--- config.mk ---
export PLATFORM = sky130hd
export DESIGN_NAME = pwm_flat
export DESIGN_NICKNAME = d
export VERILOG_FILES = /design/src/rtl/pwm_pkg.sv /design/src/rtl/pwm_if.sv /design/src/rtl/pwm_regs.sv /design/src/rtl/pwm.sv /design/src/flat_wrapper.sv
export SDC_FILE = /design/constraint.sdc
export NUM_CORES = 1
export LEC_CHECK = 0
export ABC_AREA = 1
export CAP_MARGIN = 10
export CORE_MARGIN = 10
export CORE_UTILIZATION = 30
export CTS_BUF_LIST = sky130_fd_sc_hd__clkbuf_2 sky130_fd_sc_hd__clkbuf_4 sky130_fd_sc_hd__clkbuf_8
export CTS_CLUSTER_SIZE = 14
export DETAILED_ROUTE_END_ITERATION = 6
export PLACE_DENSITY = 0.45
export SLEW_MARGIN = 10
export SYNTH_ARGS = -nofsm -noshare
export SYNTH_HDL_FRONTEND = slang
export SYNTH_SLANG_ARGS = --single-unit
--- constraint.sdc ---
create_clock -name clk -period 13.9 [get_ports clk]
set_clock_uncertainty 0.2 [all_clocks]
set_input_delay 4.17 -clock clk [delete_from_list [all_inputs] [get_ports clk]]
set_output_delay 4.17 -clock clk [all_outputs]
set_load 0.01 [all_outputs]
--- src/rtl/pwm_pkg.sv ---
// Shared constants and types for the PWM block: default sizes, register map
// addresses and the counter value type.
package pwm_pkg;

    localparam int CW       = 16;
    localparam int CHANNELS = 4;
    localparam int ADDR_W   = 3;

    localparam logic [ADDR_W-1:0] ADDR_PERIOD = 3'd0;
    localparam logic [ADDR_W-1:0] ADDR_CTRL   = 3'd1;
    localparam logic [ADDR_W-1:0] ADDR_DUTY0  = 3'd2;

    // Counter, period and duty values all share this width.
    typedef logic [CW-1:0] cnt_t;

endpackage

--- src/rtl/pwm_if.sv ---
// Bundle of every PWM signal. clk/resetn come in as ports; everything else is
// a member. resetn is active-high despite its name (1 = reset asserted).
//
// Read handshake: rd_en is a one-cycle request with no back-pressure; the
// block answers exactly one cycle later with rd_valid=1 for one cycle, and
// rd_data is meaningful only while rd_valid is 1.
interface pwm_if #(
    parameter int CHANNELS = pwm_pkg::CHANNELS,
    parameter int CW       = pwm_pkg::CW
) (
    input logic clk,
    input logic resetn
);

    logic                wr_en;
    logic [2:0]          addr;
    logic [CW-1:0]       wr_data;
    logic                rd_en;
    logic [CW-1:0]       rd_data;
    logic                rd_valid;
    logic [CHANNELS-1:0] pwm_out;
    logic                period_tick;

    modport dut (
        input  clk, resetn, wr_en, addr, wr_data, rd_en,
        output rd_data, rd_valid, pwm_out, period_tick
    );

    modport tb (
        input  clk, resetn, rd_data, rd_valid, pwm_out, period_tick,
        output wr_en, addr, wr_data, rd_en
    );

endinterface

--- src/rtl/pwm_regs.sv ---
// Programmed register file (PERIOD, CTRL, DUTY[i]) and the registered read
// path. Reads see the value before any same-cycle write to that address.
module pwm_regs #(
    parameter int CHANNELS = pwm_pkg::CHANNELS,
    parameter int CW       = pwm_pkg::CW
) (
    input  logic                   clk,
    input  logic                   resetn,
    input  logic                   wr_en,
    input  logic [2:0]             addr,
    input  logic [CW-1:0]          wr_data,
    input  logic                   rd_en,
    output logic [CW-1:0]          rd_data,
    output logic                   rd_valid,
    output logic [CW-1:0]          period,
    output logic                   enable,
    output logic [CHANNELS*CW-1:0] duty_flat
);

    import pwm_pkg::*;

    logic [CW-1:0]                period_q, period_d;
    logic                         enable_q, enable_d;
    logic [CHANNELS-1:0][CW-1:0]  duty_q, duty_d;
    logic [CW-1:0]                rd_data_q, rd_data_d;
    logic                         rd_valid_q, rd_valid_d;
    logic [CW-1:0]                rd_mux;
    logic                         duty_hit;
    logic [2:0]                   duty_off;

    // DUTY window decode: addresses ADDR_DUTY0 .. ADDR_DUTY0+CHANNELS-1.
    assign duty_hit = (int'(addr) >= int'(ADDR_DUTY0)) &&
                      (int'(addr) <  int'(ADDR_DUTY0) + CHANNELS);
    assign duty_off = addr - ADDR_DUTY0;

    // Read mux over the programmed (pre-write) register values.
    always_comb begin
        rd_mux = '0;
        if (addr == ADDR_PERIOD) begin
            rd_mux = period_q;
        end else if (addr == ADDR_CTRL) begin
            rd_mux = {{(CW-1){1'b0}}, enable_q};
        end else begin
            for (int i = 0; i < CHANNELS; i++) begin
                if (duty_hit && (duty_off == 3'(i))) begin
                    rd_mux = duty_q[i];
                end
            end
        end
    end

    // Next-state for the register file and read response.
    always_comb begin
        period_d   = period_q;
        enable_d   = enable_q;
        duty_d     = duty_q;
        rd_valid_d = rd_en;
        rd_data_d  = rd_en ? rd_mux : '0;
        if (wr_en) begin
            if (addr == ADDR_PERIOD) begin
                period_d = wr_data;
            end else if (addr == ADDR_CTRL) begin
                enable_d = wr_data[0];
            end else begin
                for (int i = 0; i < CHANNELS; i++) begin
                    if (duty_hit && (duty_off == 3'(i))) begin
                        duty_d[i] = wr_data;
                    end
                end
            end
        end
    end

    // Register file and read response flops, cleared asynchronously.
    always_ff @(posedge clk or posedge resetn) begin
        if (resetn) begin
            period_q   <= '0;
            enable_q   <= 1'b0;
            duty_q     <= '0;
            rd_data_q  <= '0;
            rd_valid_q <= 1'b0;
        end else begin
            period_q   <= period_d;
            enable_q   <= enable_d;
            duty_q     <= duty_d;
            rd_data_q  <= rd_data_d;
            rd_valid_q <= rd_valid_d;
        end
    end

    assign rd_data   = rd_data_q;
    assign rd_valid  = rd_valid_q;
    assign period    = period_q;
    assign enable    = enable_q;
    assign duty_flat = duty_q;

endmodule

--- src/rtl/pwm.sv ---
// Multi-channel PWM: free-running counter with shadowed period/duty values
// that reload only at a period wrap, so software writes never glitch the
// waveform in flight. Outputs are registered (one-cycle latency).
module pwm #(
    parameter int CHANNELS = pwm_pkg::CHANNELS,
    parameter int CW       = pwm_pkg::CW
) (
    pwm_if.dut interf
);

    import pwm_pkg::*;

    logic [CW-1:0]                period;
    logic                         enable;
    logic [CHANNELS*CW-1:0]       duty_flat;

    logic [CW-1:0]                cnt_q, cnt_d;
    logic [CW-1:0]                period_sh_q, period_sh_d;
    logic [CHANNELS-1:0][CW-1:0]  duty_sh_q, duty_sh_d;
    logic [CHANNELS-1:0]          pwm_out_q, pwm_out_d;
    logic                         tick_q, tick_d;
    logic                         running;
    logic                         wrap;

    pwm_regs #(
        .CHANNELS (CHANNELS),
        .CW       (CW)
    ) u_regs (
        .clk       (interf.clk),
        .resetn    (interf.resetn),
        .wr_en     (interf.wr_en),
        .addr      (interf.addr),
        .wr_data   (interf.wr_data),
        .rd_en     (interf.rd_en),
        .rd_data   (interf.rd_data),
        .rd_valid  (interf.rd_valid),
        .period    (period),
        .enable    (enable),
        .duty_flat (duty_flat)
    );

    // A zero shadow period parks the counter exactly like ENABLE=0 does.
    assign running = enable && (period_sh_q != '0);
    // cnt never exceeds period_sh-1, so this is the last count of a period.
    assign wrap    = running && (cnt_q == period_sh_q - CW'(1));

    // Counter, shadow reload and comparator next-state.
    always_comb begin
        cnt_d       = cnt_q;
        period_sh_d = period_sh_q;
        duty_sh_d   = duty_sh_q;
        pwm_out_d   = '0;
        tick_d      = 1'b0;
        if (!running) begin
            // Idle: hold count at 0 and keep shadows tracking the registers,
            // so the first period after start uses current programming.
            cnt_d       = '0;
            period_sh_d = period;
            duty_sh_d   = duty_flat;
        end else begin
            for (int i = 0; i < CHANNELS; i++) begin
                pwm_out_d[i] = (cnt_q < duty_sh_q[i]);
            end
            if (wrap) begin
                cnt_d       = '0;
                tick_d      = 1'b1;
                period_sh_d = period;
                duty_sh_d   = duty_flat;
            end else begin
                cnt_d = cnt_q + CW'(1);
            end
        end
    end

    // Counter, shadows and registered outputs, cleared asynchronously.
    always_ff @(posedge interf.clk or posedge interf.resetn) begin
        if (interf.resetn) begin
            cnt_q       <= '0;
            period_sh_q <= '0;
            duty_sh_q   <= '0;
            pwm_out_q   <= '0;
            tick_q      <= 1'b0;
        end else begin
            cnt_q       <= cnt_d;
            period_sh_q <= period_sh_d;
            duty_sh_q   <= duty_sh_d;
            pwm_out_q   <= pwm_out_d;
            tick_q      <= tick_d;
        end
    end

    assign interf.pwm_out     = pwm_out_q;
    assign interf.period_tick = tick_q;

endmodule

--- src/flat_wrapper.sv ---
// flat-port wrapper written by rule: the top's interface ports become plain ports
module pwm_flat import pwm_pkg::*;
#(
    parameter int CHANNELS = pwm_pkg::CHANNELS,
    parameter int CW       = pwm_pkg::CW
)
  (clk, resetn, interf_wr_en, interf_addr, interf_wr_data, interf_rd_en, interf_rd_data, interf_rd_valid, interf_pwm_out, interf_period_tick);
  pwm_if #(.CHANNELS(CHANNELS), .CW(CW)) interf_i (.clk(clk), .resetn(resetn));
  input wire logic clk;
  input wire logic resetn;
  input wire logic [$bits(interf_i.wr_en)-1:0] interf_wr_en;
  input wire logic [$bits(interf_i.addr)-1:0] interf_addr;
  input wire logic [$bits(interf_i.wr_data)-1:0] interf_wr_data;
  input wire logic [$bits(interf_i.rd_en)-1:0] interf_rd_en;
  output wire logic [$bits(interf_i.rd_data)-1:0] interf_rd_data;
  output wire logic [$bits(interf_i.rd_valid)-1:0] interf_rd_valid;
  output wire logic [$bits(interf_i.pwm_out)-1:0] interf_pwm_out;
  output wire logic [$bits(interf_i.period_tick)-1:0] interf_period_tick;
  assign interf_i.wr_en = interf_wr_en;
  assign interf_i.addr = interf_addr;
  assign interf_i.wr_data = interf_wr_data;
  assign interf_i.rd_en = interf_rd_en;
  assign interf_rd_data = interf_i.rd_data;
  assign interf_rd_valid = interf_i.rd_valid;
  assign interf_pwm_out = interf_i.pwm_out;
  assign interf_period_tick = interf_i.period_tick;
  pwm #(.CHANNELS(CHANNELS), .CW(CW)) u_core (.interf(interf_i));
endmodule
==> impl_metrics.tcl, run 1 <==
set metrics [dict create \
    r2r_start "u_core.period_sh_q[1]" \
    yosysSeqAreaShare_pct 48.1 \
    async_flop_share_pct 100 \
    setup_tns_ns 0 \
    drc 0 \
    grt_pass1_vias 8132 \
    period_share_pct 48.4 \
    yosysWarnings 0 \
    fmax_mhz 149 \
    drv_cap 0 \
    setup_viol 0 \
    fp-row-count 68 \
    io_buffers 44 \
    die_h_um 206 \
    min_from "u_core.u_regs.duty_flat[50]" \
    dr.pass1.iters 5 \
    cp_slowest_cell "nand2_1" \
    antenna_found_initial 1 \
    hold_end "u_core.duty_sh_q[50]" \
    hpwl_mm 22.2 \
    cts_resized 0 \
    synth_edf_count 0 \
    cts_setup_buffers 0 \
    ir_drop_mv 0.0719 \
    fillers 3644 \
    clk_latency_ns 0.50 \
    vias 8330 \
    power_density_mw_per_mm2 167 \
    grt.met2_usage_pct 22.1 \
    reg2reg_depth 13 \
    ff2ff_setup_slack_ns 9.44 \
    r2r-end "u_core.period_sh_q[1]" \
    worstMarginPinSlew_ns 1.11 \
    avgRoutedWirePerCell_um 17.9 \
    grt_pass1_wl_mm 49.6 \
    fin_crit_ns 6.73 \
    crit_fanout 32 \
    cts_buffers 17 \
    drive_gt1_share_pct 4.07 \
    place.gp.congestion 0.810 \
    postSynthAreaPerCell_um2 8.13 \
    synth.distinct_cells 36 \
    drt-total-wl_mm 31.4 \
    overflow 0 \
    final_util_pct 33.6 \
    grt_max_degree 133 \
    cts_tree "built" \
    start_kind "primary input" \
    nets 1376 \
    rsz0062_at_grt "no" \
    cts-root-buf "clkbuf_8" \
    use_met3_pct 3.16 \
    clk_pin_slew_ns 0.12 \
    p_leak_nw 5.75 \
    synth.area.top_cells "dfrtp_1 48%, nand2_1 14%, ha_1 7.7%" \
    cts.sinks 199 \
    synthFlopType "dfrtp_1" \
    grtUsageTotal_pct 15.3 \
    die-area_mm2 0.0424 \
    grt.busiest_layer "met1" \
    yosys.area.top_type "dfrtp_1" \
    worstPathCellList "clkdlybuf4s50_1 -> inv_1 -> ha_1 -> nand2_1 -> inv_1 -> nand2_1 -> o21ai_0" \
    synthCells 1274 \
    clockBufferDepth 2 \
    synthesis.area_mm2 0.0104 \
    worstSetupStartpoint "interf_addr[1]" \
    synthToLayoutAreaGrowth_pct 11.3 \
    syn_nets 1361 \
    hold_violations 0 \
    core_mm2 0.0343 \
    ios 45 \
    status "finished clean" \
    hold_buffers 0 \
    die_w_um 206 \
    htree_levels 4 \
    dr.first_iter.drc_count 458 \
    vias_per_cell 4.74 \
    slew_violations 0 \
    relSlewSlack_pct 25.7 \
    min_path_cells 2 \
    hold_path.class "register to register" \
    critPathMaxStageDelay_ns 0.74 \
    grt_use_met1_pct 22.4 \
    ys_ff_latch 199 \
    cp.required_ns 14.05 \
    ant_nets 0 \
    synth_top_area_share_pct 48.1 \
    initial_core_util_pct 30.2 \
    arrival_ns 6.88 \
    n_antenna_cell 0 \
    cp-end-kind "register" \
    critPathKind "primary input to register" \
]
flip-flops by register name (all words and copies together), names as in the netlist:
signal and flops:
u_core.u_regs.period 16, u_core.u_regs.enable 1, u_core.u_regs.duty_flat 64, u_core.u_regs.rd_valid 1, u_core.duty_sh_q 64, u_core.interf.pwm_out 4
u_core.period_sh_q 16, u_core.interf.period_tick 1, u_core.cnt_q 16, u_core.u_regs.rd_data 16
synth_stat cells (2+ instances only):
cell and count:
nand2_1 394, dfrtp_1 199, inv_1 138, o21ai_0 123, nand3_1 100, ha_1 64, a21oi_1 54, nor2_1 45
clkbuf_1 31, nand4_1 18, a22oi_1 16, xor2_1 13, nor3_1 12, xnor2_1 10, buf_1 9, buf_2 6
nand3b_1 6, buf_8 4, inv_2 4, o2111ai_1 4, o211ai_1 4, nor2_2 3, buf_6 2, nor2_4 2
o22ai_1 2
critical path: cells and delay by family:
kind | cells | cell delay (ns)
compound gates | 1 | 0.19
fa+ha+maj | 1 | 0.34
buf+inv | 3 | 0.75
simple gates | 2 | 1.39
cell families (layout without fill, tap and decap cells):
family,after synthesis,in the layout,share of synthesized area (%)
AND/OR/NAND/NOR,587,587,23.9
AO/OA/AOI/OAI,205,205,10.6
flip-flops,199,199,48.1
buffers and inverters,196,223,7.79
adder cells (fa/ha/maj),64,64,7.73
XOR/XNOR,23,23,1.94
area by class of cell:
| type | count | area, um^2 | area share [%] |
|---|---|---|---|
| flip-flops and latches | 199 | 4980 | 43.2 |
| multi-input cells | 879 | 4580 | 39.7 |
| well taps | 455 | 569 | 4.93 |
| inverters | 143 | 544 | 4.72 |
| repair buffers | 49 | 478 | 4.14 |
| clock buffers | 18 | 248 | 2.15 |
| clock inverters | 13 | 138 | 1.19 |
metal layers:
layer / vias up / part of all wire [%]
met5: - / 0.041
met4: 2 / 1.3
met3: 20 / 4.2
met2: 152 / 42
met1: 3979 / 52
li1: 4177 / -
report_power, final:
group          internal, W  switching [W]
Sequential        0.000742       0.000152
Combinational     0.000238       0.000405
Clock             0.000152       0.000233
stage by stage:
stage / hold WS (ns) / cell area (um^2) / power (W) / instances / setup WS [ns]
final: 0.272 / 11500 / 0.00192 / 1756 / 7.17
after global placement: 0.275 / 11200 / 0.00155 / 1725 / 6.60
after detailed placement: 0.273 / 11200 / 0.00155 / 1725 / 6.57
after global routing: 0.304 / 11500 / 0.00208 / 1756 / 6.87
after CTS: 0.284 / 11500 / 0.00194 / 1756 / 7.13
after floorplan: 0.242 / 10400 / 0.00134 / 1274 / 4.10
worst max path at each step:
stage | end | slack (ns) | cells past startpoint
finish | u_core.u_regs.duty_flat[46] | 7.17 | 7
global route | u_core.u_regs.duty_flat[45] | 6.87 | 7
CTS | u_core.u_regs.duty_flat[8] | 7.13 | 7
detailed placement | u_core.u_regs.duty_flat[5] | 6.57 | 7
global placement | u_core.u_regs.duty_flat[44] | 6.60 | 7
floorplan | u_core.cnt_q[0] | 4.10 | 1
placed cells by master, fill, tap and decap left out, types with 5 or more instances in the layout:
cell type and instances:
inv_2 5, clkbuf_8 18, inv_6 5, nand4_1 18, buf_4 5, clkdlybuf4s50_1 44, inv_1 136, nand3_1 100
dfrtp_1 199, o21ai_0 123, nor2_1 45, ha_1 64, a21oi_1 54, a22oi_1 16, xnor2_1 10, xor2_1 13
nand3b_1 6, nand2_1 394, nor3_1 11
Power figures use the tool's default switching activity.
==> run 2: changes to the inputs <==
Clock period 13.9 ns to 6.5 ns, I/O delays scaled along.
==> run 2 against run 1 <==
Utilization grew 0.18 points; count of clock-buffer cells in the layout up 1; critical path depth up 5; non-clock buffer count up 7; flip-flop and latch count is the same; cell count rose by 0.46%; sequential share of layout area down 0.22 points.
==> impl_metrics.tcl, run 2 (synthesis results as in run 1) <==
set metrics [dict create \
    grt_pass1_vias 8350 \
    dr.pass1.iters 5 \
    fmax_mhz 232 \
    die-area_mm2 0.0424 \
    fillers 3663 \
    clk_latency_ns 0.51 \
    antenna_found_initial 1 \
    overflow 0 \
    hpwl_mm 22.3 \
    hold_violations 0 \
    cp-end-kind "register" \
    p_leak_nw 5.77 \
    crit_fanout 11 \
    setup_viol 0 \
    status "finished clean" \
    grtUsageTotal_pct 15.6 \
    multi_input_area_mm2 0.00458 \
    pwr-share-clk_pct 19.4 \
    p_comb_share_pct 34.1 \
    clockBufferDepth 2 \
    ir_drop_mv 0.133 \
    synthToLayoutAreaGrowth_pct 11.9 \
    cts_setup_buffers 0 \
    power_w 0.00409 \
    fp-row-count 68 \
    ant_nets 0 \
    r2r_start "u_core.period_sh_q[0]" \
    setup_tns_ns 0 \
    final_util_pct 33.8 \
    rsz0062_at_grt "no" \
    p_seq_share_pct 46.5 \
    die_w_um 206 \
    avgRoutedWirePerCell_um 18.1 \
    fin_crit_ns 4.31 \
    initial_core_util_pct 30.2 \
    ff2ff_setup_slack_ns 3.37 \
    worstSetupStartpoint "interf_addr[1]" \
    final_common_cell "nand2_1" \
    slew_violations 0 \
    dr.first_iter.drc_count 790 \
    n_antenna_cell 0 \
    ios 45 \
    layoutNonFillerInstCount 1764 \
    p_switching_w 0.00169 \
    arrival_ns 4.54 \
    cts_tree "built" \
    placedCellCount 1732 \
    die_h_um 206 \
    p_int_w 0.00239 \
    power_density_mw_per_mm2 352 \
    grt_pass1_wl_mm 50.5 \
    cp.required_ns 6.73 \
    hold_path.class "register to register" \
    nets 1383 \
    start_kind "primary input" \
    clk_pin_slew_ns 0.12 \
    io_buffers 44 \
    cts_buffers 17 \
    hold_buffers 0 \
    most-common-layout-cells "394 x nand2_1, 199 x dfrtp_1, 136 x inv_1" \
    vias 8335 \
    min_from "u_core.u_regs.duty_flat[53]" \
    place.gp.congestion 0.794 \
    worstMarginPinSlew_ns 1.09 \
    critPathKind "primary input to register" \
    drive_gt1_share_pct 4.66 \
    core_mm2 0.0343 \
    relSlewSlack_pct 27.5 \
    swShare_pct 41.4 \
    vias_per_cell 4.73 \
    period_share_pct 66.4 \
    grt_max_degree 106 \
    drv_cap 0 \
    cts-root-buf "clkbuf_8" \
    regArea_mm2 0.00498 \
    cts_resized 0 \
    cts.sinks 199 \
    drt-total-wl_mm 31.9 \
    drc 0 \
    htree_levels 4 \
]
==> run 2: changes by cell type in the layout (fill, tap and decap cells not counted) <==
cell,delta
bufinv_16,-1
buf_12,+2
clkinvlp_4,+3
buf_4,+5
clkbuf_4,+1
inv_6,-2
==> run 2: power by group through the flow <==
stage          logic, W  registers (W)  clock network (W)
3_3_place_gp    0.00139        0.00192                  0
5_1_grt         0.00164        0.00195           0.000877
2_1_floorplan   0.00105        0.00181                  0
6_report        0.00139        0.00190           0.000793
4_1_cts         0.00142        0.00190           0.000826
3_5_place_dp    0.00140        0.00192                  0
==> run 2: path summary, 6_finish.rpt <==
check,cells after the start,endpoint
worst max-delay path,12,u_core.u_regs.rd_data[12]
worst min-delay path,2,u_core.duty_sh_q[53]
worst max register to register,10,u_core.interf.pwm_out[0]
worst min register to register,2,u_core.duty_sh_q[53]
max in group asynchronous,3,u_core.cnt_q[3]
min in group asynchronous,2,u_core.u_regs.duty_flat[58]
==> run 2: metal layers <==
| metal | routed length [um] | global-route usage (%) | share of wire (%) | up-vias |
|---|---|---|---|---|
| met5 | 10 | 0 | 0.031 | - |
| met4 | 433 | 3.83 | 1.4 | 2 |
| met3 | 1370 | 3.38 | 4.3 | 29 |
| met2 | 13700 | 22.8 | 43 | 155 |
| met1 | 16400 | 22.8 | 51 | 3969 |
| li1 | - | - | - | 4180 |
==> run 2: layout make-up <==
type | instances | share of cell area, %
clock buffer | 19 | 2.20
inverter | 143 | 4.66
clock inverter | 13 | 1.00
multi-input combinational | 879 | 39.5
timing repair buffer | 56 | 4.79
sequential | 199 | 42.9
tap | 455 | 4.91
==> run 2: critical path, cell delays in order <==
cell	delay [ns]
clkdlybuf4s50_1	0.54
inv_1	0.10
ha_1	0.34
nand2_1	0.06
nor2_1	0.56
buf_4	0.34
a22oi_1	0.11
nand2_1	0.08
o21ai_0	0.07
o21ai_0	0.09
nand2_1	0.10
a21oi_1	0.19
==> run 2: stage by stage <==
stage | setup WS (ns) | hold WS (ns) | area, um^2
2_1_floorplan | 1.78 | 0.242 | 10400
3_3_place_gp | 1.70 | 0.252 | 11200
3_5_place_dp | 1.65 | 0.257 | 11200
4_1_cts | 2.20 | 0.272 | 11600
5_1_grt | 1.92 | 0.282 | 11600
6_report | 2.19 | 0.267 | 11600
